## src/rtl/ahb_dual_master_arbiter.sv

```systemverilog
// Two-master to one-slave AHB-Lite arbiter: imem and dmem requests are captured
// into one-entry holds, arbitrated, and reissued on a single slave port.
module ahb_dual_master_arbiter #(
  parameter int XLen        = 64,
  parameter bit ROUND_ROBIN = 1'b1
) (
  input  logic            clk,
  input  logic            resetn,
  input  logic [1:0]      i_htrans,
  input  logic [XLen-1:0] i_haddr,
  input  logic            i_hwrite,
  input  logic [2:0]      i_hsize,
  input  logic [XLen-1:0] i_hwdata,
  output logic [XLen-1:0] i_hrdata,
  output logic            i_hready,
  output logic            i_hresp,
  input  logic [1:0]      d_htrans,
  input  logic [XLen-1:0] d_haddr,
  input  logic            d_hwrite,
  input  logic [2:0]      d_hsize,
  input  logic [XLen-1:0] d_hwdata,
  output logic [XLen-1:0] d_hrdata,
  output logic            d_hready,
  output logic            d_hresp,
  output logic [1:0]      s_htrans,
  output logic [XLen-1:0] s_haddr,
  output logic            s_hwrite,
  output logic [2:0]      s_hsize,
  output logic [2:0]      s_hburst,
  output logic [XLen-1:0] s_hwdata,
  input  logic [XLen-1:0] s_hrdata,
  input  logic            s_hready,
  input  logic            s_hresp
);

  localparam logic [1:0] HTRANS_IDLE   = 2'b00;
  localparam logic [1:0] HTRANS_NONSEQ = 2'b10;

  // Index 0 is the imem master, index 1 is the dmem master throughout.
  logic [1:0]           hold_valid_q, hold_valid_d;
  logic [1:0][XLen-1:0] hold_addr_q, hold_addr_d;
  logic [1:0]           hold_write_q, hold_write_d;
  logic [1:0][2:0]      hold_size_q, hold_size_d;
  logic                 owner_valid_q, owner_valid_d;
  logic                 owner_q, owner_d;
  logic                 rr_ptr_q, rr_ptr_d;
  logic                 lock_q, lock_d;
  logic                 lock_sel_q, lock_sel_d;
  logic [XLen-1:0]      last_addr_q, last_addr_d;
  logic                 last_write_q, last_write_d;
  logic [2:0]           last_size_q, last_size_d;
  logic [1:0][XLen-1:0] rdata_q, rdata_d;

  logic [1:0][XLen-1:0] m_haddr;
  logic [1:0]           m_hwrite;
  logic [1:0][2:0]      m_hsize;
  logic [1:0]           m_hready;
  logic [1:0]           accept;
  logic [1:0]           owns;
  logic                 sel;
  logic                 issue;
  logic                 addr_done;
  logic                 unused_htrans;

  assign m_haddr  = {d_haddr, i_haddr};
  assign m_hwrite = {d_hwrite, i_hwrite};
  assign m_hsize  = {d_hsize, i_hsize};

  assign owns[0] = owner_valid_q & ~owner_q;
  assign owns[1] = owner_valid_q & owner_q;

  // A master is stalled while its hold waits, and follows the slave during its own data phase.
  assign m_hready[0] = owns[0] ? s_hready : ~hold_valid_q[0];
  assign m_hready[1] = owns[1] ? s_hready : ~hold_valid_q[1];

  // SEQ is treated as NONSEQ, so only htrans[1] matters.
  assign accept        = {d_htrans[1], i_htrans[1]} & m_hready;
  assign unused_htrans = ^{i_htrans[0], d_htrans[0]};

  always_comb begin
    if (lock_q) begin
      sel = lock_sel_q;
    end else if (&hold_valid_q) begin
      sel = ROUND_ROBIN ? rr_ptr_q : 1'b1;
    end else begin
      sel = hold_valid_q[1];
    end
  end

  assign issue     = (|hold_valid_q) & (~owner_valid_q | s_hready);
  assign addr_done = issue & s_hready;

  assign s_htrans = issue ? HTRANS_NONSEQ : HTRANS_IDLE;
  assign s_haddr  = issue ? hold_addr_q[sel]  : last_addr_q;
  assign s_hwrite = issue ? hold_write_q[sel] : last_write_q;
  assign s_hsize  = issue ? hold_size_q[sel]  : last_size_q;
  assign s_hburst = 3'b000;
  assign s_hwdata = owns[1] ? d_hwdata : (owns[0] ? i_hwdata : '0);

  assign i_hrdata = owns[0] ? s_hrdata : rdata_q[0];
  assign i_hready = m_hready[0];
  assign i_hresp  = owns[0] & s_hresp;
  assign d_hrdata = owns[1] ? s_hrdata : rdata_q[1];
  assign d_hready = m_hready[1];
  assign d_hresp  = owns[1] & s_hresp;

  always_comb begin
    hold_valid_d  = hold_valid_q;
    hold_addr_d   = hold_addr_q;
    hold_write_d  = hold_write_q;
    hold_size_d   = hold_size_q;
    owner_valid_d = owner_valid_q;
    owner_d       = owner_q;
    rr_ptr_d      = rr_ptr_q;
    lock_d        = issue & ~s_hready;
    lock_sel_d    = sel;
    last_addr_d   = last_addr_q;
    last_write_d  = last_write_q;
    last_size_d   = last_size_q;
    rdata_d       = rdata_q;

    if (addr_done) begin
      hold_valid_d[sel] = 1'b0;
      owner_valid_d     = 1'b1;
      owner_d           = sel;
      rr_ptr_d          = ~sel;
    end else if (s_hready) begin
      owner_valid_d = 1'b0;
    end

    // Remember the last presented address so s_haddr stays put while IDLE.
    if (issue) begin
      last_addr_d  = hold_addr_q[sel];
      last_write_d = hold_write_q[sel];
      last_size_d  = hold_size_q[sel];
    end

    for (int x = 0; x < 2; x++) begin
      if (accept[x]) begin
        hold_valid_d[x] = 1'b1;
        hold_addr_d[x]  = m_haddr[x];
        hold_write_d[x] = m_hwrite[x];
        hold_size_d[x]  = m_hsize[x];
      end
      if (owns[x] && s_hready) begin
        rdata_d[x] = s_hrdata;
      end
    end
  end

  always_ff @(posedge clk or negedge resetn) begin
    if (!resetn) begin
      hold_valid_q  <= '0;
      hold_addr_q   <= '0;
      hold_write_q  <= '0;
      hold_size_q   <= '0;
      owner_valid_q <= 1'b0;
      owner_q       <= 1'b0;
      rr_ptr_q      <= 1'b0;
      lock_q        <= 1'b0;
      lock_sel_q    <= 1'b0;
      last_addr_q   <= '0;
      last_write_q  <= 1'b0;
      last_size_q   <= '0;
      rdata_q       <= '0;
    end else begin
      hold_valid_q  <= hold_valid_d;
      hold_addr_q   <= hold_addr_d;
      hold_write_q  <= hold_write_d;
      hold_size_q   <= hold_size_d;
      owner_valid_q <= owner_valid_d;
      owner_q       <= owner_d;
      rr_ptr_q      <= rr_ptr_d;
      lock_q        <= lock_d;
      lock_sel_q    <= lock_sel_d;
      last_addr_q   <= last_addr_d;
      last_write_q  <= last_write_d;
      last_size_q   <= last_size_d;
      rdata_q       <= rdata_d;
    end
  end

endmodule

```

## config.mk

```make
export PLATFORM = sky130hd
export DESIGN_NAME = ahb_dual_master_arbiter
export DESIGN_NICKNAME = d
export VERILOG_FILES = /design/src/rtl/ahb_dual_master_arbiter.sv
export SDC_FILE = /design/constraint.sdc
export NUM_CORES = 1
export LEC_CHECK = 0
export CELL_PAD_IN_SITES_DETAIL_PLACEMENT = 0
export CELL_PAD_IN_SITES_GLOBAL_PLACEMENT = 1
export CORE_AREA = 2 2 232 234
export CTS_CLUSTER_SIZE = 25
export DETAILED_ROUTE_END_ITERATION = 12
export DIE_AREA = 0 0 234 236
export GPL_TIMING_DRIVEN = 0
export PLACE_DENSITY = 0.8
export SYNTH_ARGS = -nofsm -noshare
export SYNTH_HDL_FRONTEND = slang
export SYNTH_SLANG_ARGS = --single-unit
```

## constraint.sdc

```tcl
create_clock -name clk -period 2.2 [get_ports clk]
set_input_delay 0.22 -clock clk [delete_from_list [all_inputs] [get_ports clk]]
set_output_delay 0.22 -clock clk [all_outputs]
set_load 0.01 [all_outputs]
```

==> impl_summary.log, run 1 <==
[metrics] via total after detailed routing: roughly 14,000
[metrics] LEAKAGE: about 13 nW
[metrics] Final GP Congestion: ~0.89
[metrics] worst setup slack for register-to-register paths: -20 ps
[metrics] Final Hold Violating Endpoints: 0
[metrics] DRT antenna net count: 0
[metrics] CP endpoint kind: output pin
[metrics] maximum root-to-sink buffer count: 3
[metrics] final HPWL from detailed placement: 47,220 µm
[metrics] ordered cell list for the critical path: nor2b_4 -> o21a_1 -> buf_12 -> buf_8 -> buf_8 -> buf_12 -> nand2_4 -> a31oi_4 -> buf_6
[metrics] share of cells above drive strength 1: approximately 54%
[metrics] Die Y: 236 µm
[metrics] count of mapped cells out of synthesis: 1,390
[metrics] Sequential Power Share: 23.0%
[metrics] Max stage delay cell, worst path: sky130_fd_sc_hd__dfrtp_1
[metrics] post-synthesis simple-gate area fraction: approximately 13%
[metrics] area of the mapped netlist: approximately 0.016 mm²
[metrics] origin of the worst min-delay path: i_haddr[54]
[metrics] pins over their slew limit: 0
[metrics] switching power: 18.57 mW
[metrics] final total negative setup slack: -18,580 ps
[metrics] area share of the largest cell type after synthesis: 53.69%
[metrics] top cells by area, synth: sky130_fd_sc_hd__dfrtp_1 (54%), sky130_fd_sc_hd__mux2_2 (22%), sky130_fd_sc_hd__nand2_1 (8.0%)
[metrics] number of detailed-route iterations in the first pass: 4
[metrics] slew at the pin closest to its max-slew limit: 909.2 ps
[metrics] post-synthesis share of cell area spent on xor and xnor gates: 0%
[metrics] initial antenna violation count: 21
[metrics] unrepaired setup endpoints after global routing: true
[metrics] data arrival time at the worst-slack endpoint: around 2200 ps
[metrics] core utilization of the finished layout: 54.95%
[metrics] outcome: complete, but fails checks
[metrics] post-synthesis to final-layout area growth: 84.57%
[metrics] Worst Reg2Reg Path Length in Cells: 10
[metrics] clock skew after layout: 25.50 ps
[metrics] Post-Syn Area per Cell: 11.37 µm²
[metrics] Total GRT Usage: 22.59%
[metrics] Fmax: around 400 MHz
[metrics] Largest stage delay, worst path: about 410 ps
[metrics] number of failing setup endpoints in the final timing report: roughly 180
[metrics] # Max-Cap Violations: 0
[metrics] normalized max-slew margin: a little under 40%
[metrics] number of H-tree branching levels: 2
[metrics] internal power: ~31 mW
[metrics] nets@finish: around 2,500
[metrics] violated checks: setup timing
[metrics] destination of the worst register-to-register timing path: hold_addr_q[125]
[metrics] Top Family by Delay on Critical Path: buffers and inverters
[metrics] power share of the combinational group: 63.6%
[metrics] beginning of the worst register-to-register path: owner_q
[metrics] detailed router's first-iteration violation count: roughly 660
[metrics] endpoint with the worst hold slack: hold_addr_q[54]
[metrics] category of the most critical setup path: reg -> out
[metrics] Non-Filler Cell Area, Final: a little under 0.03 mm²
[metrics] largest net degree at the start of global routing: between 100 and 150
[metrics] synth warn: 0
[metrics] number of I/O pins: 605
[metrics] count of state elements after synthesis: approximately 340
[metrics] adder-cell share of the synthesized area: 0%
[metrics] fraction of the cycle the final worst path needs: 110.5%
[metrics] clock-pin transition on the worst setup and hold timing paths: about 60 ps
[metrics] via count of the first global-routing pass: between 10,000 and 15,000
[metrics] Clk network pwr share: between 10% and 20%
[metrics] post-placement cell area: between 0.02 and 0.025 mm²
[metrics] clock sink count: 339
[metrics] largest family of logic cells by synthesized area: multiplexers
[metrics] number of rows in the core area: between 80 and 90
[metrics] buffers and inverters on the worst path: 5
[metrics] first-pass GRT wire length: between 90,000 and 100,000 µm
[metrics] min Tclk post-route: about 2400 ps
[metrics] count of input and output buffers: between 500 and 600
[metrics] cell type with the highest aggregate area in the netlist: sky130_fd_sc_hd__dfrtp_1
[metrics] initial standard-cell utilization of the core: just under 30%
[metrics] later-pin clock latency in the skew report: between 500 and 600 ps
[metrics] multiplexer area fraction after synthesis: approximately 28%
[metrics] Post-synth EDFFs: 0
[metrics] sequential-to-total area share from yosys stat: between 50 and 60%
[metrics] pre-CTS setup slack: -1328 ps
[metrics] root cell of the clock tree: sky130_fd_sc_hd__clkbuf_16
[metrics] number of clock buffers inserted by TritonCTS: 39
[metrics] share of flip-flops with an asynchronous set or reset: 100.0%
[metrics] CP Data Required Time: a little under 2000 ps
[metrics] post-detailed-route DRC marker count: 0
[metrics] CTS tree: yes
[metrics] final global-route overflow total: 0
[metrics] largest driver fanout on the critical path: 7
[metrics] count of unique library cells instantiated by Yosys: 24
[metrics] commonest non-fill, non-tap cell in the layout: sky130_fd_sc_hd__dfrtp_1
[metrics] ratio of routed vias to standard cells: a little under 5
[metrics] top library cells by usage in the layout, fill and taps aside: sky130_fd_sc_hd__dfrtp_1 (337), sky130_fd_sc_hd__clkdlybuf4s50_1 (332), sky130_fd_sc_hd__mux2_2 (247)
[metrics] Final Worst Setup Slack: -231.8 ps
[metrics] placeable core region: between 0.05 and 0.06 mm²
[metrics] fraction of power spent switching nets: between 30% and 40%
[metrics] worst hold-check path type: in -> reg
[metrics] Most used DFF post-synth: sky130_fd_sc_hd__dfrtp_1
[metrics] routed wire length per instance: between 20 and 25 µm
[metrics] power per cell area: 1691 mW/mm²
[metrics] aggregate routed wire length: 68,860 µm
[metrics] worst vdd rail ir drop: about 0.001 V
[metrics] complex-gate fraction of the synthesized area: 3.001%
[metrics] horizontal die dimension: around 230 µm
[metrics] Critical Path Start Type: flip-flop
[metrics] area of the die: 0.05522 mm²
[metrics] Hold Path Stages: 2
-- area by class of cell --
type	count	area, µm²
Antenna cell	15	37.54
Buffer	93	1368
Clock buffer	56	1121
Clock inverter	11	170.2
Fill cell	4432	23910
Inverter	2	33.78
Multi-Input combinational cell	953	9221
Sequential cell	339	8486
Tap cell	696	870.8
Timing Repair Buffer	763	7838
Timing Repair inverter	1	16.27
-- metrics by stage --
| step | hold slack [ps] | cells | power, mW |
|---|---|---|---|
| after floorplan | -75.59 | 1393 | 20.97 |
| after global placement | 467.9 | 2687 | 31.40 |
| after detailed placement | 386.7 | 2689 | 31.68 |
| after CTS | 232.9 | 2824 | 42.08 |
| after global routing | 245.9 | 2929 | 51.81 |
| final | 262.7 | 2929 | 49.30 |
-- logic make-up after synthesis --
family          count (synthesis)
compound gates                 76
buf+inv                       101
other cells                     1
simple gates                  479
flops                         339
mux                           394
-- per-layer routing --
metal  track usage (%)  vias up  share of wire (%)
met2             40.76      529                 52
met4             10.76        6                4.8
met3             6.709      142                7.8
li1                  -     6346                  -
met5                 0        -              0.061
met1             23.75     7037                 35
-- sequential cells by signal (all words and copies together), names as in the netlist, 2 cells and up --
| register | cells |
|---|---|
| hold_size_q | 6 |
| rdata_q | 128 |
| hold_write_q | 2 |
| last_addr_q | 64 |
| hold_addr_q | 128 |
| last_size_q | 3 |
| hold_valid_q | 2 |
-- cells in the mapped netlist (6+ instances only) --
cell / n
sky130_fd_sc_hd__dfrtp_1: 339
sky130_fd_sc_hd__nand2_1: 336
sky130_fd_sc_hd__mux2_2: 311
sky130_fd_sc_hd__nor2_1: 70
sky130_fd_sc_hd__a31oi_1: 68
sky130_fd_sc_hd__nor2b_1: 66
sky130_fd_sc_hd__mux2i_1: 65
sky130_fd_sc_hd__clkbuf_1: 51
sky130_fd_sc_hd__buf_2: 37
sky130_fd_sc_hd__mux2_1: 9
sky130_fd_sc_hd__mux2_4: 9
sky130_fd_sc_hd__buf_4: 6
-- worst max path at each step --
stage | start | end | cells after the start
after floorplan | hold_valid_q[0] | s_haddr[0] | 7
after global placement | resetn | rdata_q[32] | 1
after detailed placement | s_hready | s_haddr[48] | 8
after CTS | hold_valid_q[0] | s_haddr[55] | 9
after global routing | hold_valid_q[0] | s_haddr[54] | 9
final | rr_ptr_q | s_haddr[0] | 9
-- power groups by stage --
| stage | registers, mW | logic, mW | clock network, mW |
|---|---|---|---|
| 5_1_grt | 11.7 | 33.1 | 7.07 |
| 3_3_place_gp | 10.9 | 20.5 | 0 |
| 4_1_cts | 11.0 | 24.3 | 6.79 |
| 6_report | 11.3 | 31.4 | 6.63 |
| 3_5_place_dp | 11.0 | 20.7 | 0 |
| 2_1_floorplan | 10.5 | 10.4 | 0 |
-- repair_timing --
| item | 4_1_cts | 5_1_grt |
|---|---|---|
| pin swaps | 49 | 132 |
| endpoints found under the setup margin | 457 | 391 |
| setup buffers | 59 | 75 |
| gates resized for setup | 1429 | 754 |
| endpoints found under the hold margin | 119 | 0 |
| gates cloned | 9 | 26 |
| hold buffers | 1 | 0 |
Power figures use the tool's default switching activity.
==> inputs of run 2 (changes only) <==
--- a/config.mk
+++ b/config.mk
@@ -12,7 +12,7 @@
 export DETAILED_ROUTE_END_ITERATION = 12
 export DIE_AREA = 0 0 234 236
 export GPL_TIMING_DRIVEN = 0
-export PLACE_DENSITY = 0.8
+export PLACE_DENSITY = 0.77
 export SYNTH_ARGS = -nofsm -noshare
 export SYNTH_HDL_FRONTEND = slang
 export SYNTH_SLANG_ARGS = --single-unit
==> run 2 against run 1 <==
Compared with the run above: wire length down 3.5%; highest routed layer unchanged; critical endpoint is now s_haddr[14]; first-iteration DRC count down 13%; via count down 1.8%; the run still ends with setup timing left.
==> impl_summary.log, run 2 (synthesis gave the netlist of run 1 again) <==
[metrics] via total after detailed routing: ~14,000
[metrics] root cell of the clock tree: sky130_fd_sc_hd__clkbuf_16
[metrics] initial standard-cell utilization of the core: around 30%
[metrics] final total negative setup slack: -16,250 ps
[metrics] power share of the combinational group: about three fifths
[metrics] initial antenna violation count: 12
[metrics] category of the most critical setup path: reg -> out
[metrics] routed wire length per instance: roughly 23 µm
[metrics] number of I/O pins: ~600
[metrics] internal power: just under 30 mW
[metrics] CP Data Required Time: 1980 ps
[metrics] Largest stage delay, worst path: 410 ps
[metrics] nets@finish: about 2,500
[metrics] largest net degree at the start of global routing: 113
[metrics] pre-CTS setup slack: -1289 ps
[metrics] worst hold-check path type: in -> async
[metrics] Clk network pwr share: ~15%
[metrics] Final GP Congestion: around 0.85
[metrics] ordered cell list for the critical path: nor2b_4 -> o21a_1 -> buf_12 -> clkinv_16 -> clkbuf_16 -> nand2_1 -> a31oi_2 -> buf_2
[metrics] fraction of the cycle the final worst path needs: 108.9%
[metrics] violated checks: setup timing
[metrics] Max stage delay cell, worst path: sky130_fd_sc_hd__dfrtp_2
[metrics] aggregate routed wire length: 66,470 µm
[metrics] number of detailed-route iterations in the first pass: 4
[metrics] maximum root-to-sink buffer count: 3
[metrics] ratio of routed vias to standard cells: about 4.7
[metrics] outcome: complete, but fails checks
[metrics] placeable core region: 0.05307 mm²
[metrics] share of cells above drive strength 1: about half
[metrics] clock skew after layout: ~16 ps
[metrics] number of failing setup endpoints in the final timing report: between 150 and 200
[metrics] post-synthesis to final-layout area growth: 76.87%
[metrics] largest driver fanout on the critical path: 10
[metrics] pins over their slew limit: 0
[metrics] power per cell area: ~1700 mW/mm²
[metrics] Critical Path Start Type: flip-flop
[metrics] Final Hold Violating Endpoints: 0
[metrics] Die Y: 236 µm
[metrics] # Max-Cap Violations: 0
[metrics] fraction of power spent switching nets: a little under two fifths
[metrics] Final Worst Setup Slack: -195.9 ps
[metrics] clock-pin transition on the worst setup and hold timing paths: 60 ps
[metrics] final global-route overflow total: 0
[metrics] Sequential Power Share: roughly 24%
[metrics] slew at the pin closest to its max-slew limit: approximately 600 ps
[metrics] number of rows in the core area: 85
[metrics] number of H-tree branching levels: 2
[metrics] final HPWL from detailed placement: ~47,000 µm
[metrics] unrepaired setup endpoints after global routing: true
[metrics] normalized max-slew margin: slightly below 60%
[metrics] CP endpoint kind: output pin
[metrics] largest registers: hold_addr_q (128), rdata_q (128), last_addr_q (64)
[metrics] LEAKAGE: between 10 and 15 nW
[metrics] via count of the first global-routing pass: approximately 14,000
[metrics] top library cells by usage in the layout, fill and taps aside: sky130_fd_sc_hd__dfrtp_1 (337), sky130_fd_sc_hd__clkdlybuf4s50_1 (332), sky130_fd_sc_hd__mux2_2 (257)
[metrics] horizontal die dimension: roughly 230 µm
[metrics] CTS tree: yes
[metrics] later-pin clock latency in the skew report: 560 ps
[metrics] worst vdd rail ir drop: 0.0009079 V
[metrics] min Tclk post-route: between 2000 and 2500 ps
[metrics] area of the die: between 0.05 and 0.06 mm²
[metrics] switching power: 17.23 mW
[metrics] post-detailed-route DRC marker count: 0
[metrics] first-pass GRT wire length: 91,160 µm
[metrics] number of clock buffers inserted by TritonCTS: 40
[metrics] DRT antenna net count: 0
[metrics] data arrival time at the worst-slack endpoint: 2180 ps
[metrics] detailed router's first-iteration violation count: between 500 and 600
[metrics] clock sink count: between 300 and 400
[metrics] Fmax: 417.4 MHz
[metrics] commonest non-fill, non-tap cell in the layout: sky130_fd_sc_hd__dfrtp_1
[metrics] count of input and output buffers: roughly 600
[metrics] Total GRT Usage: between 20% and 30%
run 2: cell type report:
class                      count  area [µm²]
timing repair inverter         1       16.27
timing repair buffer         762        7388
tap                          696       870.8
inverter                       2       33.78
antenna                        6       15.01
buffer                        93        1285
fill                        4675       25120
clock inverter                14       163.9
sequential                   339        8486
clock buffer                  60        1199
multi-input combinational    953        8488
run 2: path summary, 6_finish.rpt:
| check | start | end | slack, ps | cells after the start |
|---|---|---|---|---|
| min in group clk | i_haddr[54] | hold_addr_q[54] | 270 | 2 |
| setup reg to reg | owner_valid_q | owner_valid_q | -50 | 16 |
| hold / removal | resetn | last_addr_q[7] | 140 | 2 |
| setup / recovery | hold_valid_q[0] | s_haddr[14] | -200 | 8 |
| max in group asynchronous | resetn | rdata_q[77] | 640 | 4 |
| hold reg to reg | hold_addr_q[58] | hold_addr_q[58] | 490 | 1 |
run 2: timing repair:
| item | CTS | global route |
|---|---|---|
| setup buffers | 56 | 79 |
| gates cloned | 13 | 16 |
| hold buffers | 1 | 0 |
| pin swaps | 45 | 84 |
| gates resized for setup | 1096 | 745 |
| endpoints found under the setup margin | 412 | 423 |
| endpoints found under the hold margin | 126 | 0 |
run 2: per-layer routing:
layer	GRT usage, %	up-vias	share of wire (%)
li1	-	6334	-
met1	22.88	6863	34
met2	42.17	481	54
met3	7.169	118	8.2
met4	7.595	6	4.0
met5	0	-	0.065
run 2: power groups by stage:
stage / combinational, mW / sequential, mW / clock (mW)
4_1_cts: 23.2 / 11.0 / 7.00
6_report: 28.2 / 11.1 / 6.82
3_3_place_gp: 20.6 / 10.9 / 0
3_5_place_dp: 20.8 / 11.0 / 0
2_1_floorplan: 10.4 / 10.5 / 0
5_1_grt: 29.9 / 11.5 / 7.25
run 2: worst max-delay path: cells and delay by family (launching register included):
| family | cells | cell delay [ps] |
|---|---|---|
| buffers and inverters | 4 | 580 |
| AND/OR/NAND/NOR | 2 | 200 |
| flip-flops | 1 | 410 |
| AO/OA/AOI/OAI | 2 | 440 |
run 2: per-stage QoR:
| stage | utilization [%] | power [mW] | hold WS [ps] | instances | cell area (µm²) |
|---|---|---|---|---|---|
| 6_report | 52.66 | 46.13 | 142.7 | 2926 | 27950 |
| 2_1_floorplan | - | 20.97 | -75.59 | 1393 | 15810 |
| 3_3_place_gp | 42.71 | 31.48 | 467.4 | 2687 | 22670 |
| 5_1_grt | 52.64 | 48.63 | 144.1 | 2923 | 27940 |
| 3_5_place_dp | 42.88 | 31.77 | 137.0 | 2690 | 22760 |
| 4_1_cts | 48.57 | 41.17 | 118.1 | 2833 | 25770 |
